<file path="src/rtl/gray_pkg.sv">
// Shared Gray-code definitions for the ADC ramp generator and the column-latch decoder.
package gray_pkg;

  typedef enum logic [1:0] {
    IDLE = 2'd0,
    RUN  = 2'd1,
    HOLD = 2'd2
  } state_t;

  localparam int GRAY_W = 8;

  function automatic logic [GRAY_W-1:0] bin2gray(input logic [GRAY_W-1:0] b);
    return b ^ (b >> 1);
  endfunction

  // Prefix-XOR from the MSB down; inverse of bin2gray.
  function automatic logic [GRAY_W-1:0] gray2bin(input logic [GRAY_W-1:0] g);
    logic [GRAY_W-1:0] b;
    b[GRAY_W-1] = g[GRAY_W-1];
    for (int i = GRAY_W - 2; i >= 0; i--) begin
      b[i] = b[i+1] ^ g[i];
    end
    return b;
  endfunction

endpackage

</file>
<file path="src/rtl/bin_to_gray_enc.sv">
// Width-parameterised combinational binary-to-Gray encoder.
module bin_to_gray_enc
  import gray_pkg::*;
#(
  parameter int WIDTH = GRAY_W
) (
  input  logic [WIDTH-1:0] i_bin,
  output logic [WIDTH-1:0] o_gray
);

  assign o_gray = i_bin ^ (i_bin >> 1);

endmodule

</file>
<file path="src/rtl/gray_ramp_counter.sv">
// Gray-coded ramp counter for the ADC column latches; start/stop/load controlled, done on terminal count.
// Optional macro GRAY_RAMP_CHECK_EN adds a sticky gray_err output that monitors the Gray bus.
module gray_ramp_counter
  import gray_pkg::*;
#(
  parameter int WIDTH     = GRAY_W,
  parameter int MAX_COUNT = 255
) (
  input  logic             clk,
  input  logic             reset,
  input  logic             start,
  input  logic             stop,
  input  logic             load,
  input  logic [WIDTH-1:0] load_value,
  output logic [WIDTH-1:0] bin_value,
  output logic [WIDTH-1:0] gray_value,
  output logic             busy,
  output logic             done
`ifdef GRAY_RAMP_CHECK_EN
  , output logic           gray_err
`endif
);

  localparam logic [WIDTH-1:0] MAX_V = WIDTH'(MAX_COUNT);

  state_t           r_state;
  state_t           w_state_next;
  logic [WIDTH-1:0] r_bin;
  logic [WIDTH-1:0] r_gray;
  logic             r_done;
  logic [WIDTH-1:0] w_bin_next;
  logic [WIDTH-1:0] w_gray_next;
  logic             w_done_next;
  logic             w_start;

  // stop outranks start whenever both are sampled together
  assign w_start = start & ~stop;

  // NOTE: sequential state uses non-blocking assignments so every register samples pre-edge values.
  always_ff @(posedge clk) begin
    if (reset) r_state <= IDLE;
    else       r_state <= w_state_next;
  end

  // NOTE: every output of this block gets a default first, so no path can infer a latch.
  always_comb begin
    w_state_next = r_state;
    w_bin_next   = r_bin;
    w_done_next  = 1'b0;
    case (r_state)
      IDLE, HOLD: begin
        if (r_state == HOLD && stop) begin
          w_state_next = IDLE;
        end else if (w_start) begin
          if (load) begin
            w_bin_next   = load_value;
            w_state_next = RUN;
          end else if (r_bin == MAX_V) begin
            w_done_next  = 1'b1;
            w_state_next = IDLE;
          end else begin
            w_state_next = RUN;
          end
        end else if (load) begin
          w_bin_next = load_value;
        end
      end
      RUN: begin
        if (stop) begin
          w_state_next = HOLD;
        end else if (r_bin >= MAX_V) begin
          // Preloaded at or beyond the terminal count: finish without counting.
          w_done_next  = 1'b1;
          w_state_next = IDLE;
        end else begin
          w_bin_next = r_bin + 1'b1;
          if (w_bin_next == MAX_V) begin
            w_done_next  = 1'b1;
            w_state_next = IDLE;
          end
        end
      end
      default: w_state_next = IDLE;
    endcase
  end

  always_comb begin
    busy = (r_state == RUN);
  end

  // Gray is encoded from the next binary value so both registers always agree.
  bin_to_gray_enc #(.WIDTH(WIDTH)) u_enc (
    .i_bin  (w_bin_next),
    .o_gray (w_gray_next)
  );

  always_ff @(posedge clk) begin
    if (reset) begin
      r_bin  <= '0;
      r_gray <= '0;
      r_done <= 1'b0;
    end else begin
      r_bin  <= w_bin_next;
      r_gray <= w_gray_next;
      r_done <= w_done_next;
    end
  end

  assign bin_value  = r_bin;
  assign gray_value = r_gray;
  assign done       = r_done;

`ifdef GRAY_RAMP_CHECK_EN
  logic [WIDTH-1:0] r_gray_prev;
  logic             r_run_prev;
  logic             r_gray_err;
  logic [WIDTH-1:0] w_gray_ref;
  logic             w_step_bad;

  bin_to_gray_enc #(.WIDTH(WIDTH)) u_ref_enc (
    .i_bin  (r_bin),
    .o_gray (w_gray_ref)
  );

  // RUN in both the previous and current cycle means the edge between them was an increment.
  assign w_step_bad = r_run_prev && (r_state == RUN) && ($countones(r_gray ^ r_gray_prev) != 1);

  always_ff @(posedge clk) begin
    if (reset) begin
      r_gray_prev <= '0;
      r_run_prev  <= 1'b0;
      r_gray_err  <= 1'b0;
    end else begin
      r_gray_prev <= r_gray;
      r_run_prev  <= (r_state == RUN);
      if (w_step_bad || (r_gray != w_gray_ref)) r_gray_err <= 1'b1;
    end
  end

  assign gray_err = r_gray_err;
`endif

endmodule

</file>
<file path="config.mk">
export PLATFORM = sky130hd
export DESIGN_NAME = gray_ramp_counter
export DESIGN_NICKNAME = d
export VERILOG_FILES = /design/src/rtl/gray_pkg.sv /design/src/rtl/bin_to_gray_enc.sv /design/src/rtl/gray_ramp_counter.sv
export SDC_FILE = /design/constraint.sdc
export NUM_CORES = 1
export LEC_CHECK = 0
export CORE_ASPECT_RATIO = 0.6
export CORE_MARGIN = 2
export CORE_UTILIZATION = 41
export CTS_CLUSTER_SIZE = 14
export DETAILED_ROUTE_END_ITERATION = 8
export DONT_BUFFER_PORTS = 1
export PLACE_DENSITY_LB_ADDON = 0.08
export REMOVE_ABC_BUFFERS = 1
export SLEW_MARGIN = 10
export SYNTH_ARGS = -nofsm -noshare
export SYNTH_HDL_FRONTEND = slang
export SYNTH_SLANG_ARGS = --single-unit
</file>
<file path="constraint.sdc">
create_clock -name clk -period 2.3 [get_ports clk]
set_clock_uncertainty 0.15 [all_clocks]
set_input_delay 0.115 -clock clk [delete_from_list [all_inputs] [get_ports clk]]
set_output_delay 0.115 -clock clk [all_outputs]
set_load 0.01 [all_outputs]
</file>
; Yosys cells after proc, flatten, opt, wreduce, memory -nomap -nowiden
; Cells that the tools add are included.
[word_totals]
in_bits = 13
wordCells = 40
register_bits = 19
[classes]
magnitude_cmp = 1
mux = 21
addsub = 1
n_bitwise = 3
n_reduce_logical = 4
n_eq_ne = 6
[ops]
columns = cell, count
row1 = 8-bit two-way mux, 4
row2 = "8-bit equality test, second input constant", 2
row3 = 8-bit case mux with 2 select lines, 1
row4 = 2-bit two-way mux, 5
row5 = 1-bit two-way mux, 9
row6 = "8-bit by 1-bit adder with 8-bit output, second input constant", 1
row7 = "8-bit greater-or-equal comparator, second input constant", 1
row8 = 8-bit by 7-bit XOR with 8-bit output, 1
row9 = "4-bit by 2-bit inequality test with 1-bit output, second input constant", 1
row10 = 2-bit case mux with 2 select lines, 1
row11 = "3-bit inequality test, second input constant", 1
row12 = "2-bit by 1-bit equality test with 1-bit output, second input constant", 1
row13 = "2-bit equality test, second input constant", 1
row14 = 2-bit zero test, 1
row15 = 1-bit case mux with 2 select lines, 1
row16 = 2-bit AND reduction, 1
row17 = 2-bit OR reduction, 1
row18 = 1-bit bitwise AND, 1
row19 = 1-bit logical AND, 1
row20 = 1-bit NOT, 1

; Depth between registers and ports, before layout
; Gate-level depths: netlist of the first run.
[logic_depth]
ltp_word = 6
mapped_depth = 7
mapped_depth_nobuf = 6

; Cells and area by module
; From an unflattened synthesis of the first run, not the netlist that was laid out.
[unflattened]
hier_cells = 128
area_unflattened_um2 = 1152.4
[by_module_without_submodules]
columns = mod, cells_per_inst, instances, area_per_inst_um2, seq_area_each_um2
row1 = gray_ramp_counter, 120, 1, 1083.5, 380.4
row2 = bin_to_gray_enc, 8, 1, 68.8, 0.0

; Least setup slack after synthesis of the first run
; OpenSTA, ideal clock, no wires.
[synth_path]
path_kind = register to register
from = register r_bin[0], in the netlist bin_value[0]
to = register r_done, in the netlist done
period_less_slack_ns = 2.212
setup_ns = 0.086
n_path_buf = 0
required_ns = 2.064
stages_incl_launch_ff = 7
arrival_time_ns = 1.976
slack_ns = 0.088
cell_sequence = dfxtp_1 ha_1 nand3_4 or3_1 a2111oi_2 o21ai_1 a221oi_2
[synth_between]
elab_chain_cells = 6
elab_cells_between_ends = 12
[synth_rtl]
columns = item, line_no
row1 = from (decl), gray_ramp_counter.sv:28  ; logic [WIDTH-1:0] r_bin;
row2 = from (signal assigned), gray_ramp_counter.sv:103  ; r_bin <= w_bin_next;
row3 = 8-bit by 1-bit adder with 8-bit output / 8-bit equality test (equally long branches), "gray_ramp_counter.sv:76, gray_ramp_counter.sv:58"
row4 = 8-bit equality test / 1-bit two-way mux (equally long branches), "gray_ramp_counter.sv:77, gray_ramp_counter.sv:58"
row5 = "1-bit two-way mux, on equally long branches", "gray_ramp_counter.sv:77, gray_ramp_counter.sv:55"
row6 = "1-bit two-way mux, on equally long branches", "gray_ramp_counter.sv:71, gray_ramp_counter.sv:54"
row7 = "1-bit two-way mux, on equally long branches", "gray_ramp_counter.sv:69, gray_ramp_counter.sv:52"
row8 = 1-bit case mux with 2 select lines *, gray_ramp_counter.sv:50  ; case (r_state)
row9 = to (signal assigned), gray_ramp_counter.sv:105  ; r_done <= w_done_next;
row10 = to (decl), gray_ramp_counter.sv:30  ; logic r_done;
; Mark *: on every way between the ends. The rest lies on a longest branch, timed or not.
; A chain may end at the register's enable or synchronous reset.

; Worst setup path in the final report of the first run
[layout_path]
from = register r_bin[3], in the netlist bin_value[3]
to = register r_gray[5], in the netlist gray_value[5]
[layout_between]
elab_chain_cells = 5
elab_cells_between_ends = 6
[layout_rtl]
columns = item, line_no
row1 = 8-bit by 1-bit adder with 8-bit output / 8-bit greater-or-equal comparator (equally long branches), "gray_ramp_counter.sv:76, gray_ramp_counter.sv:71"
row2 = 8-bit two-way mux *, gray_ramp_counter.sv:71  ; end else if (r_bin >= MAX_V) begin
row3 = 8-bit two-way mux *, gray_ramp_counter.sv:69  ; if (stop) begin
row4 = 8-bit case mux with 2 select lines *, gray_ramp_counter.sv:50
row5 = 8-bit by 7-bit XOR with 8-bit output *, bin_to_gray_enc.sv:11  ; assign o_gray = i_bin ^ (i_bin >> 1);
row6 = to (signal assigned), gray_ramp_counter.sv:104  ; r_gray <= w_gray_next;
row7 = to (decl), gray_ramp_counter.sv:29  ; logic [WIDTH-1:0] r_gray;
; Marks and branches as above.

==> results of run 1 <==
stage by stage:
stage | hold slack (ns) | setup slack (ns) | total power (uW)
final | 0.0119 | 0.123 | 819
after floorplan | 0.0312 | 0.0821 | 490
after detailed placement | 0.0356 | 0.135 | 543
after CTS | 0.00541 | 0.124 | 824
after global routing | 0.0308 | 0.0126 | 863
after global placement | 0.0342 | 0.179 | 541
layout make-up:
cell class / instances / area, um2
clock buffers: 4 / 55.1
fillers: 254 / 1240
inverters: 2 / 7.51
multi-input cells: 103 / 718
well taps: 32 / 40.0
repair buffers: 18 / 150
flip-flops and latches: 18 / 360
layer usage:
metal / track usage, % / vias to the layer above / share of wire, %
li1: - / 527 / -
met1: 31.5 / 526 / 50
met2: 31.2 / 53 / 42
met3: 5.58 / 2 / 7.4
met4: 3.33 / 0 / 0.61
met5: 0 / - / 0
kinds of logic (layout without fill, tap and decap cells):
group	count (synthesis)	count (layout)	synth area share (%)
and+or+nand+nor	56	56	29.3
AOI/OAI and AO/OA	40	40	27.0
DFF	18	18	31.3
buffers and inverters	12	24	6.20
xor gates and xnor gates	4	4	3.05
adders and majority gates	2	2	2.18
muxes	1	1	0.979
critical path: stages (launching register included):
cell and delay [ns]:
sky130_fd_sc_hd__dfxtp_1 0.58, sky130_fd_sc_hd__and4_1 0.37, sky130_fd_sc_hd__a21boi_0 0.12, sky130_fd_sc_hd__o32a_1 0.33, sky130_fd_sc_hd__o21ai_1 0.16, sky130_fd_sc_hd__mux2_2 0.36
registers in the layout, summed over array words and instances (netlist names):
register    flops
gray_value      7
bin_value       8
r_state         2
done            1
repair_timing:
action                                 in CTS  in global routing
setup endpoints to repair                   0                  0
endpoints found under the hold margin      18                  0
hold buffers                                6                  0
cell usage in the layout, fill, tap and decap left out, drive strengths merged, types with 3 or more instances in the layout:
cell type	n
o21ai	8
a21oi	7
clkbuf	4
nor2b	5
nor2	12
nor3	5
nand3	6
dfxtp	18
or3	3
a31oi	3
a22oi	3
buf	12
dlygate4sd3	6
nand2	6
nand4	4
power breakdown:
group,switching (uW),total (uW),internal (uW)
sequential,35.6,377,341
clock,115,267,153
combinational,96.7,175,78.7
how the worst max path moves through the flow:
stage,to,startpoint,slack [ns]
floorplan,done,bin_value[0],0.08
global placement,gray_value[5],bin_value[3],0.18
detailed placement,gray_value[5],bin_value[3],0.13
CTS,gray_value[5],bin_value[3],0.12
global route,done,bin_value[0],0.01
finish,gray_value[5],bin_value[3],0.12
==> impl_summary.log, run 1 <==
INFO  metric synth.cells.most_frequent = sky130_fd_sc_hd__dfxtp_1, sky130_fd_sc_hd__nor2_1, sky130_fd_sc_hd__a21oi_1, sky130_fd_sc_hd__nand2_1
INFO  metric ys_warn_count = 0
INFO  metric worst_ep_arrival_time = 2.18 ns
INFO  metric die-width = 72.4 um
INFO  metric ir_drop = 0.000299 V
INFO  metric layout.nets = 161
INFO  metric final_max_slew_viol_count = 0
INFO  metric drt_first_pass_iters = 4
INFO  metric timing_worst_slew_pin_value = 0.723 ns
INFO  metric hp-class = in -> reg
INFO  metric routed_via_density = 6.26
INFO  metric detailed_place_hpwl = 2.31 mm
INFO  metric setup_violations = 0
INFO  metric final_hold_viol_count = 0
INFO  metric globalRouteTotalUtil = 21.1%
INFO  metric tritoncts = built
INFO  metric cts_made_buffers = 3
INFO  metric gr-total-overflow = 0
INFO  metric outcome = completed
INFO  metric r2r_setup_slack = 0.12 ns
INFO  metric cts_resized = 0
INFO  metric synth.ff_latch_count = 18
INFO  metric worstPathRequired = 2.30 ns
INFO  metric yosys.cell_count.top_type = sky130_fd_sc_hd__dfxtp_1
INFO  metric startpoint_type = flip-flop
INFO  metric syn-instance-count = 133
INFO  metric initial_core_util = 44.7%
INFO  metric finalSetupTns = 0 ns
INFO  metric hold_path.startpoint = load_value[5]
INFO  metric drt_drc_violations_left = 0
INFO  metric area_growth_syn_to_layout = 15.8%
INFO  metric async_flop_share = 0%
INFO  metric die_y = 45.0 um
INFO  metric hold-path-cell-count = 2
INFO  metric clock_insertion_delay_worst_skew = 0.26 ns
INFO  metric dp_cells = 167
INFO  metric setup_repair_after_global_routing_missed_its_margin = false
INFO  metric floorplan.die_area = 0.00326 mm2
INFO  metric worst_r2r_path_depth = 5
INFO  metric cap_viol_max_count = 0
INFO  metric synth.largest_area_cell = sky130_fd_sc_hd__dfxtp_1
INFO  metric path_class = reg -> reg
INFO  metric drt_first_iter_violations = 96
INFO  metric antenna_left = 0
INFO  metric pwr_density_cell = 615 mW/mm2
INFO  metric grt_antenna_before_repair = 0
INFO  metric yosys-top-cells-area = sky130_fd_sc_hd__dfxtp_1, sky130_fd_sc_hd__nor2_1, sky130_fd_sc_hd__nor2b_1, sky130_fd_sc_hd__a21oi_1, sky130_fd_sc_hd__a221oi_2
INFO  metric ratio_of_cells_with_drive_above_1_in_the_final_layout = 17.9%
INFO  metric grt_pass1_wl = 5.21 mm
INFO  metric synthesized_area_per_cell = 8.65 um2
INFO  metric routedWlPerCell = 17.5 um
INFO  metric max_freq = 459 MHz
INFO  metric total_leakage_power = 0.000475 uW
INFO  metric grt_start_max_net_pins = 19
INFO  metric synth.yosys.seq_area_share = 31.3%
INFO  metric worstSetupEndpointType = flip-flop
INFO  metric synth.lib_cells_used.distinct = 54
INFO  metric cts.sinks = 18
INFO  metric port_buffers = 0
INFO  metric area_share_of_the_leading_cell_type_in_the_synthesized_netlist = 31.3%
INFO  metric placed_cell_area = 0.00122 mm2
INFO  metric fin_util = 51.7%
INFO  metric cts-htree-levels = 1
INFO  metric fin_crit = 2.18 ns
INFO  metric crit-reg2reg-launch = bin_value[3]
INFO  metric placeableCoreArea = 0.00257 mm2
INFO  metric max_slew_margin = 51.7%
INFO  metric min_delay_worst_endpoint = gray_value[4]
INFO  metric synth_edf_count = 0
INFO  metric routed-via-count = 1108
INFO  metric synth_flop_cell = sky130_fd_sc_hd__dfxtp_1
INFO  metric regToRegEndpoint = gray_value[5]
INFO  metric std_cell_rows = 14
INFO  metric finish.instance_area = 0.00133 mm2
INFO  metric boundaryPins = 31
INFO  metric synth_area = 0.00115 mm2
INFO  metric layout.cells.non_filler = 177
INFO  metric clock_tree.root_cell = sky130_fd_sc_hd__clkbuf_8
INFO  metric drt-total-wl = 3.10 mm
INFO  metric first_global_vias = 1057
INFO  metric antenna_cells_inserted = 0
INFO  metric place.gp.congestion = 0.912
INFO  metric min_period_over_period = 94.6%
INFO  metric cts_post_setup_buffers_inserted = 0
INFO  metric critical_path_peak_fanout = 7
INFO  metric clkSlewWorstSetupHoldPaths = 0.07 ns
INFO  metric cts-root-to-sink-buffers = 2
Power figures use the tool's default switching activity.
==> run 2: changes to the inputs <==
--- a/config.mk
+++ b/config.mk
@@ -5,14 +5,12 @@
 export SDC_FILE = /design/constraint.sdc
 export NUM_CORES = 1
 export LEC_CHECK = 0
-export CORE_ASPECT_RATIO = 0.6
 export CORE_MARGIN = 2
-export CORE_UTILIZATION = 41
+export CORE_UTILIZATION = 55
 export CTS_CLUSTER_SIZE = 14
 export DETAILED_ROUTE_END_ITERATION = 8
 export DONT_BUFFER_PORTS = 1
 export PLACE_DENSITY_LB_ADDON = 0.08
-export REMOVE_ABC_BUFFERS = 1
 export SLEW_MARGIN = 10
 export SYNTH_ARGS = -nofsm -noshare
 export SYNTH_HDL_FRONTEND = slang
==> run 2 against run 1 <==
Register-to-register slack gained 0.04 ns. Sequential share of layout area grew 0.33 points. Core utilization grew 15 points. Non-clock buffer count grew 2. Final cell count shrank 2.3%. Flip-flop and latch count is the same. Count of clock-buffer cells in the layout shrank 1. Power shrank 13%. Largest power group unchanged.
==> impl_summary.log, run 2 (synthesized netlist as in run 1, its figures left out) <==
INFO  metric outcome = completed (unchanged)
INFO  metric worst_ep_arrival_time = 2.19 ns (was 2.18 ns)
INFO  metric boundaryPins = 31 (unchanged)
INFO  metric fin_total_pwr = 715 uW (was 819 uW)
INFO  metric layout.cells.non_filler = 173 (was 177)
INFO  metric finalHoldWorstSlack = 0.0250 ns (was 0.0119 ns)
INFO  metric layout_common_cells = sky130_fd_sc_hd__dfxtp_1, sky130_fd_sc_hd__nor2_1, sky130_fd_sc_hd__buf_4 (unchanged)
INFO  metric drt_first_pass_iters = 5 (was 4)
INFO  metric layout.nets = 163 (was 161)
INFO  metric first_global_vias = 1053 (was 1057)
INFO  metric final_max_slew_viol_count = 0 (unchanged)
INFO  metric layout_commonest_cell = sky130_fd_sc_hd__dfxtp_1 (unchanged)
INFO  metric place.gp.congestion = 0.885 (was 0.912)
INFO  metric initial_core_util = 58.6% (was 44.7%)
INFO  metric routed-via-count = 1108 (unchanged)
INFO  metric final_hold_viol_count = 0 (unchanged)
INFO  metric largest_register_ff_count = 8 (unchanged)
INFO  metric gr-total-overflow = 0 (unchanged)
INFO  metric routed_via_density = 6.40 (was 6.26)
INFO  metric area_growth_syn_to_layout = 14.4% (was 15.8%)
INFO  metric port_buffers = 0 (unchanged)
INFO  metric power.internal = 482 uW (was 572 uW)
INFO  metric globalRouteTotalUtil = 26.0% (was 21.1%)
INFO  metric timing_worst_slew_pin_value = 0.716 ns (was 0.723 ns)
INFO  metric cts-htree-levels = 1 (unchanged)
INFO  metric fin_util = 67.0% (was 51.7%)
INFO  metric worstSetupEndpointType = flip-flop (unchanged)
INFO  metric max_freq = 468 MHz (was 459 MHz)
INFO  metric worstPathRequired = 2.36 ns (was 2.30 ns)
INFO  metric hp-class = in -> reg (unchanged)
INFO  metric dp_cells = 161 (was 167)
INFO  metric power_frac_comb = 24.8% (was 21.4%)
INFO  metric setup_violations = 0 (unchanged)
INFO  metric path_class = reg -> reg (unchanged)
INFO  metric total_leakage_power = 0.000465 uW (was 0.000475 uW)
INFO  metric cap_viol_max_count = 0 (unchanged)
INFO  metric ir_drop = 0.000397 V (was 0.000299 V)
INFO  metric power.switching_fraction = 32.5% (was 30.1%)
INFO  metric antenna_left = 0 (unchanged)
INFO  metric grt_antenna_before_repair = 0 (unchanged)
INFO  metric pwr-share-seq = 52.6% (was 46.0%)
INFO  metric critical_path_peak_fanout = 7 (unchanged)
INFO  metric ratio_of_cells_with_drive_above_1_in_the_final_layout = 16.4% (was 17.9%)
INFO  metric drt-total-wl = 2.98 mm (was 3.10 mm)
INFO  metric setup_repair_after_global_routing_missed_its_margin = false (unchanged)
INFO  metric pwr_density_cell = 543 mW/mm2 (was 615 mW/mm2)
INFO  metric clkSlewWorstSetupHoldPaths = 0.10 ns (was 0.07 ns)
INFO  metric switching_power = 232 uW (was 247 uW)
INFO  metric min_period_over_period = 92.8% (was 94.6%)
INFO  metric synthesis.nets = 148
INFO  metric clock_insertion_delay_worst_skew = 0.31 ns (was 0.26 ns)
INFO  metric detailed_place_hpwl = 2.09 mm (was 2.31 mm)
INFO  metric clock_tree.root_cell = sky130_fd_sc_hd__clkbuf_4 (was sky130_fd_sc_hd__clkbuf_8)
INFO  metric cts_made_buffers = 3 (unchanged)
INFO  metric std_cell_rows = 16 (was 14)
INFO  metric grt_start_max_net_pins = 19 (unchanged)
INFO  metric fin_crit = 2.13 ns (was 2.18 ns)
INFO  metric tritoncts = built (unchanged)
INFO  metric startpoint_type = flip-flop (unchanged)
INFO  metric cts.sinks = 18 (unchanged)
INFO  metric routedWlPerCell = 17.2 um (was 17.5 um)
INFO  metric power.clock.fraction = 22.6% (was 32.6%)
INFO  metric finalSetupTns = 0 ns (unchanged)
INFO  metric floorplan.die_area = 0.00247 mm2 (was 0.00326 mm2)
INFO  metric cts_post_setup_buffers_inserted = 0 (unchanged)
INFO  metric cts-root-to-sink-buffers = 2 (unchanged)
INFO  metric antenna_cells_inserted = 0 (unchanged)
INFO  metric max_slew_margin = 52.1% (was 51.7%)
INFO  metric drt_drc_violations_left = 0 (unchanged)
INFO  metric die_y = 49.7 um (was 45.0 um)
INFO  metric grt_pass1_wl = 4.98 mm (was 5.21 mm)
INFO  metric drt_first_iter_violations = 36 (was 96)
INFO  metric die-width = 49.7 um (was 72.4 um)
INFO  metric placeableCoreArea = 0.00196 mm2 (was 0.00257 mm2)
-- run 2: cell count changes in the layout (fill, tap and decap cells not counted), sizes merged --
cell / previous run / this run
buf: 12 / 11
clkbuf: 4 / 3
dlygate4sd3: 6 / 9
-- run 2: metrics by stage --
stage | cell area (um2) | setup slack [ns]
2_1_floorplan | 1150 | 0.0878
3_3_place_gp | 1200 | 0.212
3_5_place_dp | 1200 | 0.193
4_1_cts | 1320 | 0.184
5_1_grt | 1320 | 0.0404
6_report | 1320 | 0.165
-- run 2: power by group through the flow --
stage          registers (uW)  logic, uW  clock network (uW)
6_report                  376        177                 162
2_1_floorplan             382        125                   0
5_1_grt                   379        196                 173
3_5_place_dp              382        155                   0
3_3_place_gp              382        153                   0
4_1_cts                   375        174                 163
-- run 2: worst paths after layout --
check                                   from            end  slack [ns]  depth (start not counted)
worst max register to register  bin_value[3]  gray_value[5]        0.17                          5
worst min register to register  bin_value[0]   bin_value[0]        0.52                          3
worst min-delay path                    stop   bin_value[7]        0.03                          4
worst max-delay path            bin_value[3]  gray_value[5]        0.17                          5
-- run 2: routing by layer --
layer	wire, um	vias to the layer above	track usage, %	part of all wire, %
met1	1330	508	35.3	45
met2	1370	64	41.8	46
met4	23	0	6.94	0.77
li1	-	533	-	-
met5	0	-	0	0
met3	258	3	5.15	8.7
-- run 2: layout make-up --
class	count	area (um2)
Inverter	2	7.51
Multi-Input combinational cell	103	718
Fill cell	190	647
Timing Repair Buffer	20	173
Clock buffer	3	22.5
Sequential cell	18	360
Tap cell	27	33.8
-- run 2: critical path: stages (launching register included) --
cell	delay, ns
sky130_fd_sc_hd__dfxtp_1	0.57
sky130_fd_sc_hd__and4_1	0.39
sky130_fd_sc_hd__a21boi_0	0.12
sky130_fd_sc_hd__o32a_1	0.32
sky130_fd_sc_hd__o21ai_1	0.14
sky130_fd_sc_hd__mux2_2	0.35
-- run 2: repair_timing --
action                    4_1_cts  5_1_grt
hold endpoints to repair       18        0
hold buffers                    9        0
gates resized for setup         0        0
==> run 3: changes to the inputs <==
--- a/config.mk
+++ b/config.mk
@@ -5,6 +5,7 @@
 export SDC_FILE = /design/constraint.sdc
 export NUM_CORES = 1
 export LEC_CHECK = 0
+export ABC_AREA = 1
 export CORE_MARGIN = 2
 export CORE_UTILIZATION = 55
 export CTS_CLUSTER_SIZE = 14
==> run 3 against run 2 <==
Clock power decreased by 7%. Via count is 1.8% lower. First-iteration DRC count is 14% lower. Hold slack got worse by 0.016 ns. Largest power group unchanged. Wire length fell by 16%. Final cell count rose by 22%. Core utilization decreased by 3.0 points. Flip-flop and latch count unchanged. Global-route usage fell by 3.4 points. Combinational power barely moved.
==> impl_summary.log, run 3 <==
INFO  metric outcome = completed (unchanged)
INFO  metric die_y = 49.8 um (was 49.7 um)
INFO  metric globalRouteTotalUtil = 22.5% (was 26.0%)
INFO  metric yosys-top-cells-area = sky130_fd_sc_hd__dfxtp_1, sky130_fd_sc_hd__nand2_1, sky130_fd_sc_hd__nor2_1, sky130_fd_sc_hd__inv_1, sky130_fd_sc_hd__nand3_1 (was sky130_fd_sc_hd__dfxtp_1, sky130_fd_sc_hd__nor2_1, sky130_fd_sc_hd__nor2b_1, sky130_fd_sc_hd__a21oi_1, sky130_fd_sc_hd__a221oi_2)
INFO  metric worstSetupEndpointType = flip-flop (unchanged)
INFO  metric layout.cells.non_filler = 211 (was 173)
INFO  metric largest_register_ff_count = 8 (unchanged)
INFO  metric timing.final.ws_setup = 0.124 ns (was 0.165 ns)
INFO  metric startpoint_type = flip-flop (unchanged)
INFO  metric ratio_of_cells_with_drive_above_1_in_the_final_layout = 16.8% (was 16.4%)
INFO  metric final_max_slew_viol_count = 0 (unchanged)
INFO  metric clkSlewWorstSetupHoldPaths = 0.09 ns (was 0.10 ns)
INFO  metric fin_crit = 2.18 ns (was 2.13 ns)
INFO  metric pwr_density_cell = 577 mW/mm2 (was 543 mW/mm2)
INFO  metric layout.nets = 201 (was 163)
INFO  metric grt_antenna_before_repair = 0 (unchanged)
INFO  metric drt_first_iter_violations = 31 (was 36)
INFO  metric antenna_left = 0 (unchanged)
INFO  metric place.gp.congestion = 0.872 (was 0.885)
INFO  metric layout_commonest_cell = sky130_fd_sc_hd__nand2_1 (was sky130_fd_sc_hd__dfxtp_1)
INFO  metric ir_drop = 0.000459 V (was 0.000397 V)
INFO  metric worstPathRequired = 2.33 ns (was 2.36 ns)
INFO  metric drt_first_pass_iters = 4 (was 5)
INFO  metric setup_violations = 0 (unchanged)
INFO  metric max_slew_margin = 57.1% (was 52.1%)
INFO  metric initial_core_util = 58.7% (was 58.6%)
INFO  metric synth_flop_cell = sky130_fd_sc_hd__dfxtp_1 (unchanged)
INFO  metric port_buffers = 0 (unchanged)
INFO  metric routedWlPerCell = 11.8 um (was 17.2 um)
INFO  metric detailed_place_hpwl = 1.92 mm (was 2.09 mm)
INFO  metric floorplan.die_area = 0.00248 mm2 (was 0.00247 mm2)
INFO  metric antenna_cells_inserted = 0 (unchanged)
INFO  metric synth.lib_cells_used.distinct = 24 (was 54)
INFO  metric hp-class = in -> reg (unchanged)
INFO  metric async_flop_share = 0% (unchanged)
INFO  metric synth.cells.most_frequent = sky130_fd_sc_hd__nand2_1, sky130_fd_sc_hd__nor2_1, sky130_fd_sc_hd__inv_1, sky130_fd_sc_hd__dfxtp_1, sky130_fd_sc_hd__nand3_1 (was sky130_fd_sc_hd__dfxtp_1, sky130_fd_sc_hd__nor2_1, sky130_fd_sc_hd__a21oi_1, sky130_fd_sc_hd__nand2_1)
INFO  metric timing_worst_slew_pin_value = 0.642 ns (was 0.716 ns)
INFO  metric area_share_of_the_leading_cell_type_in_the_synthesized_netlist = 31.3% (about the same)
INFO  metric final_hold_viol_count = 0 (unchanged)
INFO  metric tritoncts = built (unchanged)
INFO  metric cts_made_buffers = 3 (unchanged)
INFO  metric synthesis.nets = 193 (was 148)
INFO  metric synth_area = 0.00115 mm2 (about the same)
INFO  metric yosys.cell_count.top_type = sky130_fd_sc_hd__nand2_1 (was sky130_fd_sc_hd__dfxtp_1)
INFO  metric syn-instance-count = 178 (was 133)
INFO  metric pre_cts_slack = 0.344 ns (was 0.193 ns)
INFO  metric drt_drc_violations_left = 0 (unchanged)
INFO  metric placeableCoreArea = 0.00196 mm2 (unchanged)
INFO  metric grt_pass1_wl = 4.30 mm (was 4.98 mm)
INFO  metric synthesized_area_per_cell = 6.47 um2 (was 8.65 um2)
INFO  metric worst_path_most_repeated_cell = sky130_fd_sc_hd__nand2_2
INFO  metric max_freq = 460 MHz (was 468 MHz)
INFO  metric setup_repair_after_global_routing_missed_its_margin = false (unchanged)
INFO  metric die-width = 49.8 um (was 49.7 um)
INFO  metric synth_edf_count = 0 (unchanged)
INFO  metric synth.ff_latch_count = 18 (unchanged)
INFO  metric cts-htree-levels = 1 (unchanged)
INFO  metric routed_via_density = 5.16 (was 6.40)
INFO  metric worst_ep_arrival_time = 2.21 ns (was 2.19 ns)
INFO  metric clock_insertion_delay_worst_skew = 0.29 ns (was 0.31 ns)
INFO  metric synth.largest_area_cell = sky130_fd_sc_hd__dfxtp_1 (unchanged)
INFO  metric grt_start_max_net_pins = 12 (was 19)
INFO  metric synth.yosys.seq_area_share = 31.3% (about the same)
INFO  metric cap_viol_max_count = 0 (unchanged)
INFO  metric crit_path_cell_trace = ha_1 > nand2_2 > nor2_2 > nand2_2 > nand2_2 > o21ai_1 > a21oi_1 > dlygate4sd3_1 (was and4_1 > a21boi_0 > o32a_1 > o21ai_1 > mux2_2)
INFO  metric gr-total-overflow = 0 (unchanged)
INFO  metric finalSetupTns = 0 ns (unchanged)
INFO  metric maximum_cell_stage_delay_along_the_critical_path = 0.60 ns (was 0.57 ns)
INFO  metric cts-root-to-sink-buffers = 2 (unchanged)
INFO  metric total_leakage_power = 0.000560 uW (was 0.000465 uW)
INFO  metric worst_path_dominant_cell_family = buffers and inverters (was compound AO/OA/AOI/OAI gates)
INFO  metric area_growth_syn_to_layout = 9.01% (was 14.4%)
INFO  metric ys_warn_count = 0 (unchanged)
INFO  metric drt-total-wl = 2.49 mm (was 2.98 mm)
INFO  metric layout_common_cells = sky130_fd_sc_hd__nand2_1, sky130_fd_sc_hd__nor2_1, sky130_fd_sc_hd__inv_1 (was sky130_fd_sc_hd__dfxtp_1, sky130_fd_sc_hd__nor2_1, sky130_fd_sc_hd__buf_4)
INFO  metric min_period_over_period = 94.6% (was 92.8%)
INFO  metric clock_tree.root_cell = sky130_fd_sc_hd__clkbuf_4 (unchanged)
INFO  metric dp_cells = 202 (was 161)
INFO  metric std_cell_rows = 16 (unchanged)
INFO  metric path_class = reg -> reg (unchanged)
INFO  metric critical_path.n_buffers_inverters = 1 (was 0)
INFO  metric critical_path.slowest_cell = sky130_fd_sc_hd__dlygate4sd3_1 (was sky130_fd_sc_hd__dfxtp_1)
INFO  metric first_global_vias = 1024 (was 1053)
INFO  metric boundaryPins = 31 (unchanged)
INFO  metric critical_path_peak_fanout = 11 (was 7)
INFO  metric routed-via-count = 1088 (was 1108)
INFO  metric cts.sinks = 18 (unchanged)
## run 3: cell count changes in the layout (fill, tap and decap cells not counted), sizes merged, moves of 11 or more
cell,previous run,this run
buf,11,0
inv,2,22
nand2,6,56
nand3,6,17
nor2,12,35
## run 3: metrics by stage
stage                     utilization, %  power (uW)  hold slack, ns  instance area [um2]
after floorplan                        -         538          0.0373                 1150
after global placement              59.3         562          0.0362                 1160
after detailed placement            59.3         564          0.0378                 1160
after CTS                           63.5         728         0.00676                 1250
after global routing                64.0         776          0.0254                 1260
final                               64.0         725         0.00910                 1260
## run 3: worst min-delay path, stage by stage
cell	delay (ns)
sky130_fd_sc_hd__o22ai_1	0.06
sky130_fd_sc_hd__inv_1	0.09
sky130_fd_sc_hd__nand2_4	0.07
sky130_fd_sc_hd__nor2_4	0.08
## run 3: metal layers
layer	GRT usage (%)	wire, um	part of all wire, %	vias up
met3	3.03	116	4.7	5
li1	-	-	-	581
met4	9.72	47	1.9	0
met1	30.6	1180	48	467
met5	0	0	0	-
met2	35.6	1140	46	35
## run 3: final cells by class
cell class,count,area (um2)
well taps,27,33.8
multi-input cells,134,686
flip-flops and latches,18,368
inverters,23,86.3
clock buffers,3,22.5
fillers,203,706
repair buffers,6,60.1
## run 3: repair_timing
action | 4_1_cts | 5_1_grt
endpoints found under the hold margin | 18 | 0
hold buffers | 6 | 0
gates resized for setup | 0 | 7
setup buffers | 0 | 0
setup endpoints to repair | 0 | 1
## run 3: report_power, final
group	total (uW)	internal [uW]	switching, uW
clock	150	61.1	89.1
sequential	397	347	50.0
combinational	177	67.0	110
## run 3: worst paths after layout
| kind | slack, ns | to | cells past startpoint | from |
|---|---|---|---|---|
| setup reg to reg | 0.12 | bin_value[7] | 8 | bin_value[1] |
| hold / removal | 0.009 | bin_value[2] | 4 | load_value[2] |
| hold reg to reg | 0.41 | r_state[1] | 2 | r_state[1] |
| setup / recovery | 0.12 | bin_value[7] | 8 | bin_value[1] |
## run 3: cells by family (layout without fill, tap and decap cells)
logic type                 count (synthesis)  after routing  synth area share [%]
AOI/OAI and AO/OA                         20             20                  11.0
adders and majority gates                  2              2                  2.17
buffers and inverters                     26             32                  9.45
DFF                                       18             18                  31.3
and+or+nand+nor                          112            112                  46.1
